<file path="config.mk">
export PLATFORM = sky130hd
export DESIGN_NAME = ram_n
export DESIGN_NICKNAME = d
export VERILOG_FILES = /design/src/rtl/ram_n.sv
export SDC_FILE = /design/constraint.sdc
export NUM_CORES = 1
export LEC_CHECK = 0
export BUFFER_PORTS_ARGS = -buffer_cell sky130_fd_sc_hd__buf_2
export CORE_MARGIN = 1
export CORE_UTILIZATION = 55
export CTS_CLUSTER_DIAMETER = 60
export DETAILED_ROUTE_END_ITERATION = 10
export GPL_TIMING_DRIVEN = 0
export PLACE_DENSITY = 0.75
export SYNTH_ARGS = -nofsm -noshare
export SYNTH_HDL_FRONTEND = slang
export SYNTH_SLANG_ARGS = --single-unit
</file>
<file path="constraint.sdc">
create_clock -name clk -period 6 [get_ports clk]
set_clock_uncertainty 0.05 [all_clocks]
set_input_delay 1.2 -clock clk [delete_from_list [all_inputs] [get_ports clk]]
set_output_delay 1.2 -clock clk [all_outputs]
set_load 0.01 [all_outputs]
</file>
<file path="src/rtl/ram_n.sv">
// Parametrised data memory: synchronous write port, two combinational read
// ports, and a zero-fill sequencer that sweeps every word after reset or on request.
module ram_n #(
  parameter int WIDTH     = 16,
  parameter int ADDR_BITS = 3
) (
  input  logic                 clk,
  input  logic                 reset,
  input  logic                 load,
  input  logic [ADDR_BITS-1:0] address,
  input  logic [WIDTH-1:0]     in,
  output logic [WIDTH-1:0]     out,
  input  logic [ADDR_BITS-1:0] address_b,
  output logic [WIDTH-1:0]     out_b,
  input  logic                 clear,
  output logic                 busy
);

  localparam int DEPTH = 2 ** ADDR_BITS;

  typedef enum logic {S_CLEAR, S_IDLE} state_t;

  state_t               r_state;
  logic [ADDR_BITS-1:0] r_ptr;
  logic                 r_busy;
  logic [WIDTH-1:0]     r_mem [DEPTH];

  logic                 w_we;
  logic [ADDR_BITS-1:0] w_waddr;
  logic [WIDTH-1:0]     w_wdata;

  // Single write port shared by the sweeper and the user; clear always pre-empts both.
  always_comb begin
    w_we    = 1'b0;
    w_waddr = address;
    w_wdata = in;
    if (!reset) begin
      case (r_state)
        S_CLEAR: begin
          if (!clear) begin
            w_we    = 1'b1;
            w_waddr = r_ptr;
            w_wdata = '0;
          end
        end
        S_IDLE: begin
          if (load && !clear) w_we = 1'b1;
        end
        default: w_we = 1'b0;
      endcase
    end
  end

  always_ff @(posedge clk) begin
    if (w_we) r_mem[w_waddr] <= w_wdata;
  end

  always_ff @(posedge clk or posedge reset) begin
    if (reset) begin
      r_state <= S_CLEAR;
      r_ptr   <= '0;
      r_busy  <= 1'b1;
    end else begin
      case (r_state)
        S_CLEAR: begin
          if (clear) begin
            r_ptr <= '0;
          end else begin
            r_ptr <= r_ptr + 1'b1;
            if (r_ptr == ADDR_BITS'(DEPTH - 1)) begin
              r_state <= S_IDLE;
              r_busy  <= 1'b0;
            end
          end
        end
        S_IDLE: begin
          if (clear) begin
            r_state <= S_CLEAR;
            r_ptr   <= '0;
            r_busy  <= 1'b1;
          end
        end
        default: begin
          r_state <= S_CLEAR;
          r_ptr   <= '0;
          r_busy  <= 1'b1;
        end
      endcase
    end
  end

  // Reads are masked while sweeping so stale or uninitialised words never leak out.
  assign out   = r_busy ? '0 : r_mem[address];
  assign out_b = r_busy ? '0 : r_mem[address_b];
  assign busy  = r_busy;

endmodule

</file>
Word level (Yosys, flattened, before mapping):

Memories as Yosys holds them, arrays and structs flattened.
Index checks and enable logic that the tools add are counted.

* add/subtract/negate cells: 1
* equality and inequality tests: 4
* multiplexer cells: 24
* bitwise operators: 1
* reduce and logical (&&, ||, !) cells: 3

Operators by type and width (number)
* two-way mux 16 bit: 5
* two-way mux 3 bit: 5
* two-way mux 1 bit: 10
* inequality test 2 bit, second input constant: 3
* one-hot mux 1 bit (2 select lines): 3
* one-hot mux 3 bit (2 select lines): 1
* adder 3 x 1 -> 3 bit, second input constant: 1
* equality test 3 bit, second input constant: 1
* AND reduction 3 bit: 1
* logical AND 1 bit: 1
* zero test 1 bit: 1
* NOT 1 bit: 1

* bits in registers: 5
* memory bits (writable): 128
* input port bits: 26
* output and inout bits: 33
* logic and storage cells: 37
* memories kept: 1

Memory list
* r_mem: depth 8, bits a word 16, read ports 2, clocked after memory_dff 0, wr ports 1, line 26 `logic [WIDTH-1:0] r_mem [DEPTH];`

Longest topological paths before layout:

Gate-level depths: netlist (run 1).

* depth after elaboration: 7
* depth in mapped cells: 5
* gate-level depth less buffers: 5

Worst setup path after synthesis (run 1):

OpenSTA, ideal clock, no wires.

* kind: input -> output
* start: input address[1]
* end: output out[5]
* arrival: 2.187 ns
* required time: 4.750 ns
* setup slack: 2.563 ns
* cell stages on the path: 5
* buffers on the path: 2
* cells stage by stage: buf_6 > buf_8 > mux4_2 > mux2i_1 > nor2_1

* longest elaborated chain between the ends: 2

RTL lines
* from (decl): line 10 `input logic [ADDR_BITS-1:0] address,`
* memory read (8 x 16 bit)
* two-way mux 16 bit: line 93 `assign out = r_busy ? '0 : r_mem[address];`
* to (decl): line 12 `output logic [WIDTH-1:0] out,`

No other way between the ends.

Worst setup path after layout (run 1):

* start: input address[2]
* end: output out[12]

Same word-level chain as after synthesis.

==> results of run 1 <==
## Yosys cell counts, types with 2 or more instances
cell	instances	share of area (%)
dfrtp_1	4	1.6
buf_2	11	0.86
mux2i_1	37	5.8
nor2b_1	22	2.1
mux4_1	5	2.1
nor2_1	50	2.9
clkbuf_1	6	0.35
nor3_1	2	0.16
o21ai_0	2	0.16
mux4_2	59	21
buf_6	6	1.1
ha_1	2	0.39
edfxtp_1	128	60
## per-layer routing
layer | GRT usage [%] | vias to the layer above | wire length (um)
met5 | 0 | - | 0
met4 | 10.29 | 0 | 214
met3 | 6.106 | 20 | 1025
met2 | 40.45 | 156 | 7138
met1 | 35.50 | 1885 | 5868
li1 | - | 1563 | -
## registers in the layout (all words and copies together), names as in the netlist
register and flops:
busy 1, r_ptr 3, r_state 1, r_mem 128
## cells by family after synthesis
group                    after synthesis  synth area share, %
adder cells (fa/ha/maj)                2               0.3904
buffers and inverters                 28                3.045
AO/OA/AOI/OAI                          5               0.4881
AND/OR/NAND/NOR                       77                5.564
multiplexers                         101                28.56
flip-flops                           133                61.95
## worst max-delay path: cells and delay by family
kind,cells,cell delay (ns)
buffers and inverters,3,0.73
AND/OR/NAND/NOR,1,0.06
multiplexers,2,0.61
## final cells by class
type | instances | area share [%]
Sequential cell | 133 | 52.26
Multi-Input combinational cell | 185 | 29.80
Clock buffer | 20 | 5.749
Timing Repair Buffer | 60 | 5.172
Buffer | 27 | 2.520
Tap cell | 143 | 2.355
Clock inverter | 11 | 2.092
Inverter | 1 | 0.04942
## through the flow
step | utilization [%] | std cells | setup WS [ns] | instance area [sq um] | power, mW
CTS | 66.81 | 580 | 2.148 | 7596 | 2.317
global route | 66.81 | 580 | 2.075 | 7596 | 2.367
global placement | 60.23 | 541 | 1.981 | 6848 | 1.271
floorplan | - | 346 | 2.563 | 6409 | 1.208
detailed placement | 61.57 | 549 | 2.143 | 7000 | 1.282
finish | 66.81 | 580 | 2.150 | 7596 | 2.307
## power groups by stage
stage,clock (mW),sequential (mW),combinational [mW]
2_1_floorplan,0,1.07,0.143
3_3_place_gp,0,1.07,0.203
3_5_place_dp,0,1.07,0.214
6_report,1.04,1.05,0.213
4_1_cts,1.05,1.05,0.215
5_1_grt,1.09,1.05,0.230
## path summary, 6_finish.rpt
path | from | endpoint | slack [ns] | cells after the start
max in group asynchronous | reset | busy | 4.98 | 2
setup reg to reg | r_state | r_mem[6][5] | 3.74 | 5
min in group asynchronous | reset | r_ptr[0] | 0.67 | 2
hold / removal | r_state | r_ptr[0] | 0.54 | 2
hold reg to reg | r_state | r_ptr[0] | 0.54 | 2
setup / recovery | address[2] | out[12] | 2.15 | 6
## cells in the final DEF, fill, tap and decap left out
master / synthesis / routed
a21oi_1: 1 / 1
a31oi_1: 1 / 1
and3_1: 1 / 1
and3b_1: 1 / 1
buf_1: 1 / 1
buf_12: 1 / 1
buf_16: 0 / 1
buf_2: 11 / 63
buf_4: 1 / 1
buf_6: 6 / 6
buf_8: 1 / 8
bufinv_16: 0 / 4
clkbuf_1: 6 / 9
clkbuf_16: 0 / 17
clkinv_1: 0 / 1
clkinv_2: 0 / 4
clkinvlp_4: 0 / 2
dfrtp_1: 4 / 4
dfstp_2: 1 / 1
edfxtp_1: 128 / 128
ha_1: 2 / 2
inv_1: 1 / 1
mux2i_1: 37 / 37
mux4_1: 5 / 5
mux4_2: 59 / 59
nand2b_1: 1 / 1
nor2_1: 50 / 42
nor2_2: 0 / 8
nor2b_1: 22 / 22
nor3_1: 2 / 2
o21ai_0: 2 / 2
o311a_1: 1 / 1
==> impl_metrics.yaml, run 1 <==
yosys:
  yosysWarnings: 0
  syn-mean-instance-area_sq_um: 18.52
  synth-seq-cells: 133
  syn_nets: 374
  syn_area_sq_um: 6409
  netlist_instances: 346
  ys.flop_type: "edfxtp_1"
  ys_types: 25
  ys_seq_area_share_pct: 61.95
  synth-edff-count: 128
  async_reset_ff_share_pct: 3.759
placement:
  dp_hpwl_um: 9318
  place.gp.congestion: 0.7532
  port_buffers: 52
critical_path:
  crit_path_top_delay_cell: "buf_2"
  critical_path_class: "primary input to output pin"
  cpPeakStageDelay_ns: 0.36
  crit_arrival_ns: 2.60
  required_ns: 4.75
  path_common_cell: "buf_2"
  path_max_fanout: 10
  worstPathCellList: "buf_2, buf_2, mux4_2, mux2i_1, nor2_1, buf_2"
  startpoint_type: "primary input"
  worst_setup_path_end_kind: "output pin"
clock_tree:
  clk_latency_ns: 0.41
  postCtsSetupBuffers: 0
  cts_root_buf: "clkbuf_16"
  cts_tree: "yes"
  cts.reportedPaths.clkPinSlew_ns: 0.05
  ctsResizeCount: 0
  cts_buffer_depth: 2
  holdBufCountCts: 0
  cts_max_level: 4
  cts_buffers: 17
  cts.sinks: 133
global_route:
  grt_util_all_layers_pct: 25.88
  grt_pass1_vias: 3659
  grt_max_degree: 17
  grt_pass1_wl_um: 20970
  antenna_found_initial: 0
  grt_overflow: 0
floorplan:
  core_area_sq_um: 11370
  pin_count: 59
  num_rows: 39
  die_x_um: 109.9
  die_y_um: 109.9
  initial_core_util_pct: 56.37
  dieArea_sq_um: 12090
drt:
  vias: 3624
  routed_wl_um: 14250
  drc: 0
  routedWlPerCell_um: 24.56
  drt_first_pass_iters: 5
  routed_via_density: 6.248
  dr.first_iter.drc_count: 268
  final_antenna_net_count: 0
sta:
  fin_tns_setup_ns: 0
  hold_viol: 0
  maxSlewViolCount: 0
  timing.hold.ws_ns: 0.5372
  worst_pin_slew_ns: 0.7661
  fin_crit_ns: 3.850
  rsz0062_at_grt: "no"
  relSlewSlack_pct: 48.93
  max_freq_mhz: 259.7
  finalSetupViolations: 0
  min_period_over_period_pct: 64.17
finish:
  fillers: 768
  area_growth_pct: 18.53
  multiInputGateArea_sq_um: 2263
  seqCellArea_sq_um: 3970
  diodes: 0
  drive_gt1_share_pct: 40.05
  nets: 453
worst_hold_path:
  min_path_type: "flop to flop"
power:
  p_int_mw: 1.827
  clkPwrFrac_pct: 45.3
  ir_drop_uv: 216.3
  p_leak_nw: 2.736
  power_density_nw_per_um2: 303.7
  sw_frac_of_total_pct: 20.82
  comb_power_share_pct: 9.2
  pwr-share-seq_pct: 45.5
  p_switching_mw: 0.4804
flow_run:
  maxCapViolations: 0
outcome:
  status: "finished clean"
Note: power is estimated with default switching activity, not from simulation.
==> run 2: changes to the inputs <==
--- a/config.mk
+++ b/config.mk
@@ -7,11 +7,11 @@
 export LEC_CHECK = 0
 export BUFFER_PORTS_ARGS = -buffer_cell sky130_fd_sc_hd__buf_2
 export CORE_MARGIN = 1
-export CORE_UTILIZATION = 55
+export CORE_UTILIZATION = 54
 export CTS_CLUSTER_DIAMETER = 60
 export DETAILED_ROUTE_END_ITERATION = 10
 export GPL_TIMING_DRIVEN = 0
-export PLACE_DENSITY = 0.75
+export PLACE_DENSITY = 0.76
 export SYNTH_ARGS = -nofsm -noshare
 export SYNTH_HDL_FRONTEND = slang
 export SYNTH_SLANG_ARGS = --single-unit
==> constraint.sdc (replaced) <==
create_clock -name clk -period 3.4 [get_ports clk]
set_clock_uncertainty 0.05 [all_clocks]
set_input_delay 0.68 -clock clk [delete_from_list [all_inputs] [get_ports clk]]
set_output_delay 0.68 -clock clk [all_outputs]
set_load 0.01 [all_outputs]
==> run 2 against run 1 <==
The run now ends with design-rule violations left; non-clock buffer count is the same; utilization decreased by 0.96 points; wire length up 2.6%; register-to-register slack got worse by 2.7 ns; count of clock-buffer cells in the layout unchanged; power grew 70%; sequential share of layout area is 0.086 points higher; combinational power rose by 78%; die area increased by 1.8%; hold slack worse by 0.40 ns; critical path depth down 2; global-route usage shrank 0.099 points; critical path type is now flop to output pin; largest power group unchanged.
==> impl_metrics.yaml, run 2 (synthesis gave the netlist of run 1 again) <==
sta:
  maxSlewViolCount: 0
  max_freq_mhz: 347.4
  hold_viol: 0
  layout_setup_ws_ns: 0.5216
  worst_pin_slew_ns: 0.7778
  fin_crit_ns: 2.878
  relSlewSlack_pct: 47.60
  rsz0062_at_grt: "no"
  min_period_over_period_pct: 84.66
  finalSetupViolations: 0
global_route:
  grt_max_degree: 17
  grt_util_all_layers_pct: 25.78
  grt_pass1_wl_um: 22320
  grt_overflow: 0
  antenna_found_initial: 0
  grt_pass1_vias: 3727
power:
  ir_drop_uv: 348.9
  finalPower_mw: 3.933
  power_density_nw_per_um2: 518.6
  p_leak_nw: 2.729
drt:
  routed_wl_um: 14620
  routed_via_density: 6.158
  drt_first_pass_iters: 7
  dr.first_iter.drc_count: 351
  drc: 4
  final_antenna_net_count: 0
  routedWlPerCell_um: 25.17
  vias: 3578
finish:
  diodes: 0
  finalCoreUtilization_pct: 65.85
  largest_register_ff_count: 128
  stdcell_area_sq_um: 7584
  fillers: 755
  seqCellArea_sq_um: 3970
  area_growth_pct: 18.33
  top_register: "r_mem"
  nets: 453
  multiInputGateArea_sq_um: 2263
  most-common-layout-cells: "edfxtp_1, buf_2, mux4_2"
  drive_gt1_share_pct: 39.95
  layout_commonest_cell: "edfxtp_1"
  largestRegisters: "r_mem: 128 flops, r_ptr: 3 flops"
clock_tree:
  holdBufCountCts: 0
  cts_buffers: 17
  cts_buffer_depth: 2
  cts_tree: "yes"
  ctsResizeCount: 0
  clk_latency_ns: 0.41
  cts.sinks: 133
  cts_max_level: 4
  cts.reportedPaths.clkPinSlew_ns: 0.06
  cts_root_buf: "clkbuf_16"
  postCtsSetupBuffers: 0
floorplan:
  dieArea_sq_um: 12310
  initial_core_util_pct: 55.65
  num_rows: 39
  die_y_um: 110.9
  core_area_sq_um: 11520
  pin_count: 59
  die_x_um: 110.9
placement:
  dp_hpwl_um: 9656
  place_area_sq_um: 7034
  place.gp.congestion: 0.7409
  port_buffers: 52
  place_ws_ns: 0.5567
worst_hold_path:
  min_path_type: "primary input to async pin"
critical_path:
  path_max_fanout: 10
  worst_setup_path_end_kind: "output pin"
  required_ns: 2.67
  startpoint_type: "flop"
  crit_arrival_ns: 2.15
  critical_path_class: "flop to output pin"
outcome:
  status: "finished, violations left"
  violations: "design-rule violations"
flow_run:
  maxCapViolations: 0
run 2: final timing paths:
| check | start | endpoint | slack [ns] | cells past startpoint |
|---|---|---|---|---|
| max | busy | out[4] | 0.52 | 4 |
| min | reset | r_ptr[0] | 0.14 | 2 |
| max reg2reg | r_state | r_mem[2][15] | 1.05 | 5 |
| min reg2reg | r_state | r_ptr[0] | 0.56 | 2 |
| max in group asynchronous | reset | busy | 2.92 | 2 |
| min in group clk | clear | r_ptr[2] | 0.55 | 2 |
run 2: routing by layer:
metal  vias to the layer above  share of wire, %  global-route usage, %
met3                        22               7.8                  4.811
met5                         -                 0                      0
li1                       1568                 -                      -
met2                       185                52                  42.18
met4                         0               1.6                  9.680
met1                      1803                39                  34.85
run 2: report_power, final:
group	internal, mW	leakage, nW	switching [mW]
sequential	1.84	1.23	0.0152
clock	1.06	0.268	0.637
combinational	0.175	1.23	0.205
total	3.08	2.73	0.858
run 2: worst max-delay path, stage by stage, from the launching register on:
cell and delay, ns:
dfstp_2 0.52, buf_1 0.26, clkbuf_1 0.62, nor2_1 0.15, buf_2 0.18
run 2: cell type report:
| class | instances | area share (%) |
|---|---|---|
| Buffer | 27 | 2.524 |
| Clock buffer | 20 | 5.758 |
| Clock inverter | 12 | 1.485 |
| Inverter | 1 | 0.04950 |
| Multi-Input combinational cell | 185 | 29.85 |
| Sequential cell | 133 | 52.35 |
| Tap cell | 143 | 2.359 |
| Timing Repair Buffer | 60 | 5.626 |
run 2: metrics by stage:
stage | hold slack (ns) | cells | setup TNS [ns]
after CTS | 0.1297 | 581 | 0
final | 0.1387 | 581 | 0
after floorplan | 0.4078 | 346 | 0
after global placement | 0.5345 | 541 | -5.141
after global routing | 0.1429 | 581 | 0
after detailed placement | 0.5322 | 549 | 0
